[src/rtl/riscv_core_rob_ctrl_pkg.sv]
// rtl/riscv_core_rob_ctrl_pkg.sv - shared sizing for the reorder-buffer control slice
package riscv_core_rob_ctrl_pkg;

    localparam int ENTRIES = 16;
    localparam int SLOT_W  = 4;
    localparam int REG_W   = 5;

    // Occupancy value at which the ROB refuses further allocation.
    localparam logic [SLOT_W:0] COUNT_FULL = (SLOT_W+1)'(ENTRIES);

    typedef logic [SLOT_W-1:0] slot_t;
    typedef logic [REG_W-1:0]  reg_addr_t;

endpackage

[src/rtl/riscv_core_rob_ctrl_if.sv]
// rtl/riscv_core_rob_ctrl_if.sv - issue/writeback/commit signal bundle around the ROB control
interface riscv_core_rob_ctrl_if;
    import riscv_core_rob_ctrl_pkg::*;

    // issue side allocation
    logic                alloc_val;
    logic                alloc_wen;
    reg_addr_t           alloc_waddr;
    logic                alloc_rdy;
    slot_t               alloc_slot;

    // writeback fill
    logic                fill_val;
    slot_t               fill_slot;

    // in-order retire towards the datapath
    logic                rob_commit_wen_Chl;
    slot_t               rob_commit_slot_Chl;
    reg_addr_t           rob_commit_waddr_Chl;
    logic                commit_val;

    // operand lookups for bypass / stall decisions
    reg_addr_t           src0_addr;
    reg_addr_t           src1_addr;
    logic                src0_hit;
    logic                src1_hit;
    slot_t               src0_slot;
    slot_t               src1_slot;
    logic                src0_rdy;
    logic                src1_rdy;

    // occupancy and status
    logic [SLOT_W:0]     count;
    logic                empty;
    logic                full;
    logic                fill_err;

    modport master (
        output alloc_val, alloc_wen, alloc_waddr, fill_val, fill_slot,
               src0_addr, src1_addr,
        input  alloc_rdy, alloc_slot, rob_commit_wen_Chl, rob_commit_slot_Chl,
               rob_commit_waddr_Chl, commit_val, src0_hit, src1_hit,
               src0_slot, src1_slot, src0_rdy, src1_rdy, count, empty, full,
               fill_err
    );

    modport slave (
        input  alloc_val, alloc_wen, alloc_waddr, fill_val, fill_slot,
               src0_addr, src1_addr,
        output alloc_rdy, alloc_slot, rob_commit_wen_Chl, rob_commit_slot_Chl,
               rob_commit_waddr_Chl, commit_val, src0_hit, src1_hit,
               src0_slot, src1_slot, src0_rdy, src1_rdy, count, empty, full,
               fill_err
    );

endinterface

[src/rtl/riscv_core_rob_lookup.sv]
// rtl/riscv_core_rob_lookup.sv - age-ordered search for the youngest live producer of a register
module riscv_core_rob_lookup
    import riscv_core_rob_ctrl_pkg::*;
(
    input  logic [ENTRIES-1:0]            valid,
    input  logic [ENTRIES-1:0]            wen,
    input  logic [ENTRIES-1:0][REG_W-1:0] waddr,
    input  slot_t                         head,
    input  reg_addr_t                     src,
    output logic                          hit,
    output slot_t                         slot
);

    slot_t idx;

    // Walk from oldest (head) to youngest; every later match overrides, so the youngest wins.
    always_comb begin
        hit  = 1'b0;
        slot = '0;
        idx  = '0;
        for (int i = 0; i < ENTRIES; i++) begin
            idx = head + SLOT_W'(i);
            if ((src != '0) && valid[idx] && wen[idx] && (waddr[idx] == src)) begin
                hit  = 1'b1;
                slot = idx;
            end
        end
    end

endmodule

[src/rtl/riscv_core_rob_ctrl.sv]
// rtl/riscv_core_rob_ctrl.sv - reorder-buffer slot allocation, fill tracking and in-order retire
module riscv_core_rob_ctrl
    import riscv_core_rob_ctrl_pkg::*;
(
    input  logic                 clk,
    input  logic                 reset,
    riscv_core_rob_ctrl_if.slave rob
);

    slot_t                         head_q;
    slot_t                         tail_q;
    logic [SLOT_W:0]               count_q;
    logic [ENTRIES-1:0]            valid_q;
    logic [ENTRIES-1:0]            filled_q;
    logic [ENTRIES-1:0]            wen_q;
    logic [ENTRIES-1:0][REG_W-1:0] waddr_q;
    logic                          fill_err_q;

    logic alloc_fire;
    logic commit_fire;
    logic fill_ok;
    logic full_w;

    // Full/empty come from the occupancy counter; pointers alone cannot tell them apart.
    assign full_w      = (count_q == COUNT_FULL);
    assign alloc_fire  = rob.alloc_val && !full_w;
    assign commit_fire = valid_q[head_q] && filled_q[head_q];
    assign fill_ok     = valid_q[rob.fill_slot] && !filled_q[rob.fill_slot];

    assign rob.alloc_rdy            = !full_w;
    assign rob.alloc_slot           = tail_q;
    assign rob.commit_val           = commit_fire;
    assign rob.rob_commit_slot_Chl  = head_q;
    assign rob.rob_commit_waddr_Chl = waddr_q[head_q];
    // x0 is never written even when the retiring instruction claims a destination.
    assign rob.rob_commit_wen_Chl   = commit_fire && wen_q[head_q] && (waddr_q[head_q] != '0);
    assign rob.count                = count_q;
    assign rob.empty                = (count_q == '0);
    assign rob.full                 = full_w;
    assign rob.fill_err             = fill_err_q;

    // Head/tail advance on retire/allocate; occupancy tracks both in the same edge.
    always_ff @(posedge clk or negedge reset) begin
        if (!reset) begin
            head_q  <= '0;
            tail_q  <= '0;
            count_q <= '0;
        end else begin
            if (alloc_fire) begin
                tail_q <= tail_q + SLOT_W'(1);
            end
            if (commit_fire) begin
                head_q <= head_q + SLOT_W'(1);
            end
            count_q <= count_q + {{SLOT_W{1'b0}}, alloc_fire} - {{SLOT_W{1'b0}}, commit_fire};
        end
    end

    // Per-entry state: retire clears head, fill marks a live unfilled slot, allocate seeds tail.
    always_ff @(posedge clk or negedge reset) begin
        if (!reset) begin
            valid_q  <= '0;
            filled_q <= '0;
            wen_q    <= '0;
            waddr_q  <= '0;
        end else begin
            if (commit_fire) begin
                valid_q[head_q]  <= 1'b0;
                filled_q[head_q] <= 1'b0;
            end
            if (rob.fill_val && fill_ok) begin
                filled_q[rob.fill_slot] <= 1'b1;
            end
            if (alloc_fire) begin
                valid_q[tail_q]  <= 1'b1;
                filled_q[tail_q] <= 1'b0;
                wen_q[tail_q]    <= rob.alloc_wen;
                waddr_q[tail_q]  <= rob.alloc_waddr;
            end
        end
    end

    // Sticky flag for fills aimed at a dead or already-completed slot.
    always_ff @(posedge clk or negedge reset) begin
        if (!reset) begin
            fill_err_q <= 1'b0;
        end else if (rob.fill_val && !fill_ok) begin
            fill_err_q <= 1'b1;
        end
    end

    riscv_core_rob_lookup u_lookup_src0 (
        .valid (valid_q),
        .wen   (wen_q),
        .waddr (waddr_q),
        .head  (head_q),
        .src   (rob.src0_addr),
        .hit   (rob.src0_hit),
        .slot  (rob.src0_slot)
    );

    riscv_core_rob_lookup u_lookup_src1 (
        .valid (valid_q),
        .wen   (wen_q),
        .waddr (waddr_q),
        .head  (head_q),
        .src   (rob.src1_addr),
        .hit   (rob.src1_hit),
        .slot  (rob.src1_slot)
    );

    // Lookup slot is 0 on a miss, so readiness must be gated by the hit.
    assign rob.src0_rdy = rob.src0_hit && filled_q[rob.src0_slot];
    assign rob.src1_rdy = rob.src1_hit && filled_q[rob.src1_slot];

endmodule
[src/flat_wrapper.sv]
// flat-port wrapper written by rule: the top's interface ports become plain ports
module riscv_core_rob_ctrl_flat import riscv_core_rob_ctrl_pkg::*;
  (clk, reset, rob_alloc_val, rob_alloc_wen, rob_alloc_waddr, rob_fill_val, rob_fill_slot, rob_src0_addr, rob_src1_addr, rob_alloc_rdy, rob_alloc_slot, rob_rob_commit_wen_Chl, rob_rob_commit_slot_Chl, rob_rob_commit_waddr_Chl, rob_commit_val, rob_src0_hit, rob_src1_hit, rob_src0_slot, rob_src1_slot, rob_src0_rdy, rob_src1_rdy, rob_count, rob_empty, rob_full, rob_fill_err);
  riscv_core_rob_ctrl_if rob_i ();
  input  logic clk;
  input  logic reset;
  input wire logic [$bits(rob_i.alloc_val)-1:0] rob_alloc_val;
  input wire logic [$bits(rob_i.alloc_wen)-1:0] rob_alloc_wen;
  input wire logic [$bits(rob_i.alloc_waddr)-1:0] rob_alloc_waddr;
  input wire logic [$bits(rob_i.fill_val)-1:0] rob_fill_val;
  input wire logic [$bits(rob_i.fill_slot)-1:0] rob_fill_slot;
  input wire logic [$bits(rob_i.src0_addr)-1:0] rob_src0_addr;
  input wire logic [$bits(rob_i.src1_addr)-1:0] rob_src1_addr;
  output wire logic [$bits(rob_i.alloc_rdy)-1:0] rob_alloc_rdy;
  output wire logic [$bits(rob_i.alloc_slot)-1:0] rob_alloc_slot;
  output wire logic [$bits(rob_i.rob_commit_wen_Chl)-1:0] rob_rob_commit_wen_Chl;
  output wire logic [$bits(rob_i.rob_commit_slot_Chl)-1:0] rob_rob_commit_slot_Chl;
  output wire logic [$bits(rob_i.rob_commit_waddr_Chl)-1:0] rob_rob_commit_waddr_Chl;
  output wire logic [$bits(rob_i.commit_val)-1:0] rob_commit_val;
  output wire logic [$bits(rob_i.src0_hit)-1:0] rob_src0_hit;
  output wire logic [$bits(rob_i.src1_hit)-1:0] rob_src1_hit;
  output wire logic [$bits(rob_i.src0_slot)-1:0] rob_src0_slot;
  output wire logic [$bits(rob_i.src1_slot)-1:0] rob_src1_slot;
  output wire logic [$bits(rob_i.src0_rdy)-1:0] rob_src0_rdy;
  output wire logic [$bits(rob_i.src1_rdy)-1:0] rob_src1_rdy;
  output wire logic [$bits(rob_i.count)-1:0] rob_count;
  output wire logic [$bits(rob_i.empty)-1:0] rob_empty;
  output wire logic [$bits(rob_i.full)-1:0] rob_full;
  output wire logic [$bits(rob_i.fill_err)-1:0] rob_fill_err;
  assign rob_i.alloc_val = rob_alloc_val;
  assign rob_i.alloc_wen = rob_alloc_wen;
  assign rob_i.alloc_waddr = rob_alloc_waddr;
  assign rob_i.fill_val = rob_fill_val;
  assign rob_i.fill_slot = rob_fill_slot;
  assign rob_i.src0_addr = rob_src0_addr;
  assign rob_i.src1_addr = rob_src1_addr;
  assign rob_alloc_rdy = rob_i.alloc_rdy;
  assign rob_alloc_slot = rob_i.alloc_slot;
  assign rob_rob_commit_wen_Chl = rob_i.rob_commit_wen_Chl;
  assign rob_rob_commit_slot_Chl = rob_i.rob_commit_slot_Chl;
  assign rob_rob_commit_waddr_Chl = rob_i.rob_commit_waddr_Chl;
  assign rob_commit_val = rob_i.commit_val;
  assign rob_src0_hit = rob_i.src0_hit;
  assign rob_src1_hit = rob_i.src1_hit;
  assign rob_src0_slot = rob_i.src0_slot;
  assign rob_src1_slot = rob_i.src1_slot;
  assign rob_src0_rdy = rob_i.src0_rdy;
  assign rob_src1_rdy = rob_i.src1_rdy;
  assign rob_count = rob_i.count;
  assign rob_empty = rob_i.empty;
  assign rob_full = rob_i.full;
  assign rob_fill_err = rob_i.fill_err;
  riscv_core_rob_ctrl u_core (.clk(clk), .reset(reset), .rob(rob_i));
endmodule
[config.mk]
export PLATFORM = sky130hd
export DESIGN_NAME = riscv_core_rob_ctrl_flat
export DESIGN_NICKNAME = d
export VERILOG_FILES = /design/src/rtl/riscv_core_rob_ctrl_pkg.sv /design/src/rtl/riscv_core_rob_ctrl_if.sv /design/src/rtl/riscv_core_rob_lookup.sv /design/src/rtl/riscv_core_rob_ctrl.sv /design/src/flat_wrapper.sv
export SDC_FILE = /design/constraint.sdc
export NUM_CORES = 1
export LEC_CHECK = 0
export BUFFER_PORTS_ARGS = -buffer_cell sky130_fd_sc_hd__buf_2
export CORE_UTILIZATION = 55
export CTS_BUF_LIST = sky130_fd_sc_hd__clkbuf_8
export DETAILED_ROUTE_END_ITERATION = 10
export GPL_TIMING_DRIVEN = 0
export PLACE_DENSITY = 0.79
export RECOVER_POWER = 100
export SYNTH_ARGS = -nofsm -noshare
export SYNTH_HDL_FRONTEND = slang
export SYNTH_SLANG_ARGS = --single-unit
[constraint.sdc]
create_clock -name clk -period 21.7 [get_ports clk]
set_input_delay 3.255 -clock clk [delete_from_list [all_inputs] [get_ports clk]]
set_output_delay 3.255 -clock clk [all_outputs]
set_load 0.02 [all_outputs]
==> results.py <==
metrics = {
    "finish": {
        "layout_common_cells": "mux4_2 (176), nand2_1 (175), dfrtp_1 (142), xnor2_1 (139), mux2i_1 (110)",
        "areaGrowthSynthToFinish_pct": 6.66,
        "final_common_cell": "mux4_2",
        "fin_nets": 1650,
        "antenna_cells": 0,
        "finalNonFillerCells": 1999,
        "drive_gt1_share_pct": 23.7,
    },
    "floorplanning": {
        "die_area_mm2": 0.0299,
        "start_util_pct": 55.9,
        "fp.dieW_um": 173,
        "rows": 62,
        "num_io_pins": 60,
        "core_region_area_mm2": 0.0288,
        "die_h_um": 173,
    },
    "clocking": {
        "cts_buffer_depth": 2,
        "cts_setup_buffers": 0,
        "ctsResizeCount": 0,
        "clock_sinks": 142,
        "path_clk_slew_ps": 80,
        "ctsHtreeMaxLevel": 4,
        "cts_root_buf": "clkbuf_8",
        "cts_inserted_buffers": 17,
        "postCtsHoldBufs": 0,
        "clk_latency_ps": 470,
        "cts_tree": "built",
    },
    "detailed_routing": {
        "ant_nets": 0,
        "wire_per_inst_um": 28.9,
        "dr_total_vias": 15000,
        "drcViolationCount": 0,
        "drtIter0Drc": 2402,
        "dr.pass1.iters": 9,
        "via_per_inst": 7.51,
        "totalWireLength_um": 57800,
    },
    "synthesis": {
        "synth-seq-cells": 142,
        "yosys.cell_types.count": 85,
        "ys_async_sr_fraction_pct": 100,
        "synth_cells": 1531,
        "avgSynthCellArea_um2": 10.5,
        "synth.net_count": 1579,
        "yosysWarnings": 0,
        "ys_seq_area_share_pct": 22.1,
        "synth_edf_count": 0,
        "synth_flop_cell": "dfrtp_1",
        "synth_area_mm2": 0.0161,
    },
    "hold_path": {
        "hold_start": "u_core.rob.fill_err",
        "hp-class": "reg -> reg",
    },
    "sta": {
        "relSlewSlack_pct": -242,
        "rsz0062_at_grt": "false",
        "tightestPinTransition_ps": 5120,
        "final_min_period_over_clock_period_pct": 68.3,
        "final-setup-viol-count": 0,
        "fmax_ghz": 0.0674,
        "clock_skew_ps": 11.5,
        "hold_viol": 0,
        "fin_setup_tns_ps": 0,
        "fin_hold_ws_ps": 486,
        "maxSlewViolCount": 154,
        "period_needed_ps": 14830,
    },
    "run": {
        "cap_violations": 3,
    },
    "placement": {
        "dp.cells": 1967,
        "place.port_buffers": 51,
        "globalplace.congestion": 1.08,
        "hpwlAfterDp_um": 45200,
    },
    "critical_path": {
        "critPathRequiredTime_ps": 18450,
        "critPathArrivalTime_ps": 11570,
        "startpoint": "u_core.rob.rob_commit_slot_Chl[1]",
        "r2r-start": "u_core.rob.rob_commit_slot_Chl[1]",
        "cp-end-kind": "primary output",
        "cp-start-kind": "register",
        "crit_type": "reg -> out",
        "crit_fanout": 13,
    },
    "global_route": {
        "overflow": 0,
        "grt_pass1_wl_um": 87100,
        "grt_max_degree": 102,
        "grt_pass1_vias": 14400,
        "antenna_found_initial": 1,
        "gr-usage-all-layers_pct": 38.7,
    },
    "status": {
        "violations": "capacitance limit, slew limit",
        "status": "complete, but fails checks",
    },
}
[flip-flops by register name, indices dropped and copies added, names as in the netlist]
| register | cells |
|---|---|
| u_core.rob.rob_commit_slot_Chl | 4 |
| u_core.rob.alloc_slot | 4 |
| u_core.valid_q | 16 |
| u_core.rob.fill_err | 1 |
| u_core.filled_q | 16 |
| u_core.rob.count | 5 |
| u_core.waddr_q | 80 |
| u_core.wen_q | 16 |
[logic make-up (layout without fill, tap and decap cells)]
logic type / count (synthesis) / in the layout / share of synthesized area, %
XOR/XNOR: 188 / 188 / 10.4
AO/OA/AOI/OAI: 201 / 201 / 9.00
flip-flops: 142 / 142 / 22.1
adder cells (fa/ha/maj): 24 / 24 / 1.91
AND/OR/NAND/NOR: 424 / 424 / 13.1
buffers and inverters: 160 / 244 / 4.53
multiplexers: 392 / 392 / 39.0
[worst max-delay path, cell delays in order (launching register included)]
cell,delay [ps]
dfrtp_1,580
clkbuf_1,490
clkbuf_1,530
clkbuf_1,750
clkbuf_1,790
clkbuf_1,580
clkinv_1,680
ha_1,490
a21boi_0,160
xnor2_1,840
clkbuf_1,710
mux4_2,470
xnor2_1,150
nand4_1,150
nor4_1,1480
nor2b_1,170
o21ai_0,330
a311o_1,200
o31a_2,180
clkbuf_1,430
mux2i_1,170
a2111o_1,430
a31oi_1,120
buf_2,180
[layout make-up]
type,instances,area (µm²)
multi-input cells,1229,11800
fillers,2385,11600
flip-flops and latches,142,3550
plain buffers,115,534
well taps,384,480
clock buffers,17,234
repair buffers,52,223
inverters,45,171
clock inverters,15,161
[final timing paths]
path / to / slack [ps] / depth (start not counted)
setup reg to reg: u_core.rob.rob_commit_slot_Chl[1] / 14880 / 12
setup / recovery: rob_src0_rdy / 6870 / 23
hold reg to reg: u_core.rob.fill_err / 490 / 1
max in group asynchronous: u_core.waddr_q[57] / 12420 / 2
hold / removal: u_core.rob.fill_err / 490 / 1
min in group asynchronous: u_core.rob.alloc_slot[0] / 3450 / 1
[per-layer routing]
metal  GRT usage (%)  vias to the layer above  wire [µm]
li1                -                     6004          -
met1            49.9                     7352      20000
met2            57.6                     1328      25200
met3            11.9                      333       8580
met4            22.8                        0       3950
met5               0                        -          0
[per-stage QoR]
| stage | instance area [µm²] | util, % | worst slack, ps |
|---|---|---|---|
| 3_5_place_dp | 16900 | 58.6 | 9870 |
| 4_1_cts | 17300 | 60.0 | 9360 |
| 2_1_floorplan | 16100 | - | 11650 |
| 3_3_place_gp | 16800 | 58.5 | 9660 |
| 5_1_grt | 17200 | 59.6 | 6460 |
| 6_report | 17200 | 59.6 | 6870 |
[synth_stat cells (all sizes together) (3+ instances only)]
library cell	instances	area, µm²
buf	54	328
o211ai	9	67.6
a22oi	18	135
o21ai	27	135
nor2	52	195
o21a	5	37.5
nor2b	13	81.3
o2111ai	3	26.3
mux2i	110	1100
mux2	105	1180
xor2	45	394
o21bai	3	22.5
xnor2	143	1270
o41ai	5	51.3
o22ai	3	18.8
mux4	177	3990
a31oi	21	131
nor3b	10	75.1
or4	5	37.5
inv	41	156
a211oi	12	90.1
or3	6	37.5
o31a	5	45.0
clkbuf	61	229
and2	24	150
o31ai	9	81.3
a32oi	6	52.6
a21oi	32	164
nand2	175	657
nor4	21	193
a21o	4	30.0
clkinv	4	15.0
dfrtp	142	3550
ha	23	288
a311oi	5	43.8
and3	9	56.3
nor3	22	110
a221oi	3	26.3
nand3	40	200
o311a	3	30.0
a21boi	3	22.5
nand2b	4	25.0
nand4	35	225
Power is not shown: default switching activity piles up to over one toggle a cycle in this logic, so the estimate is an artifact.
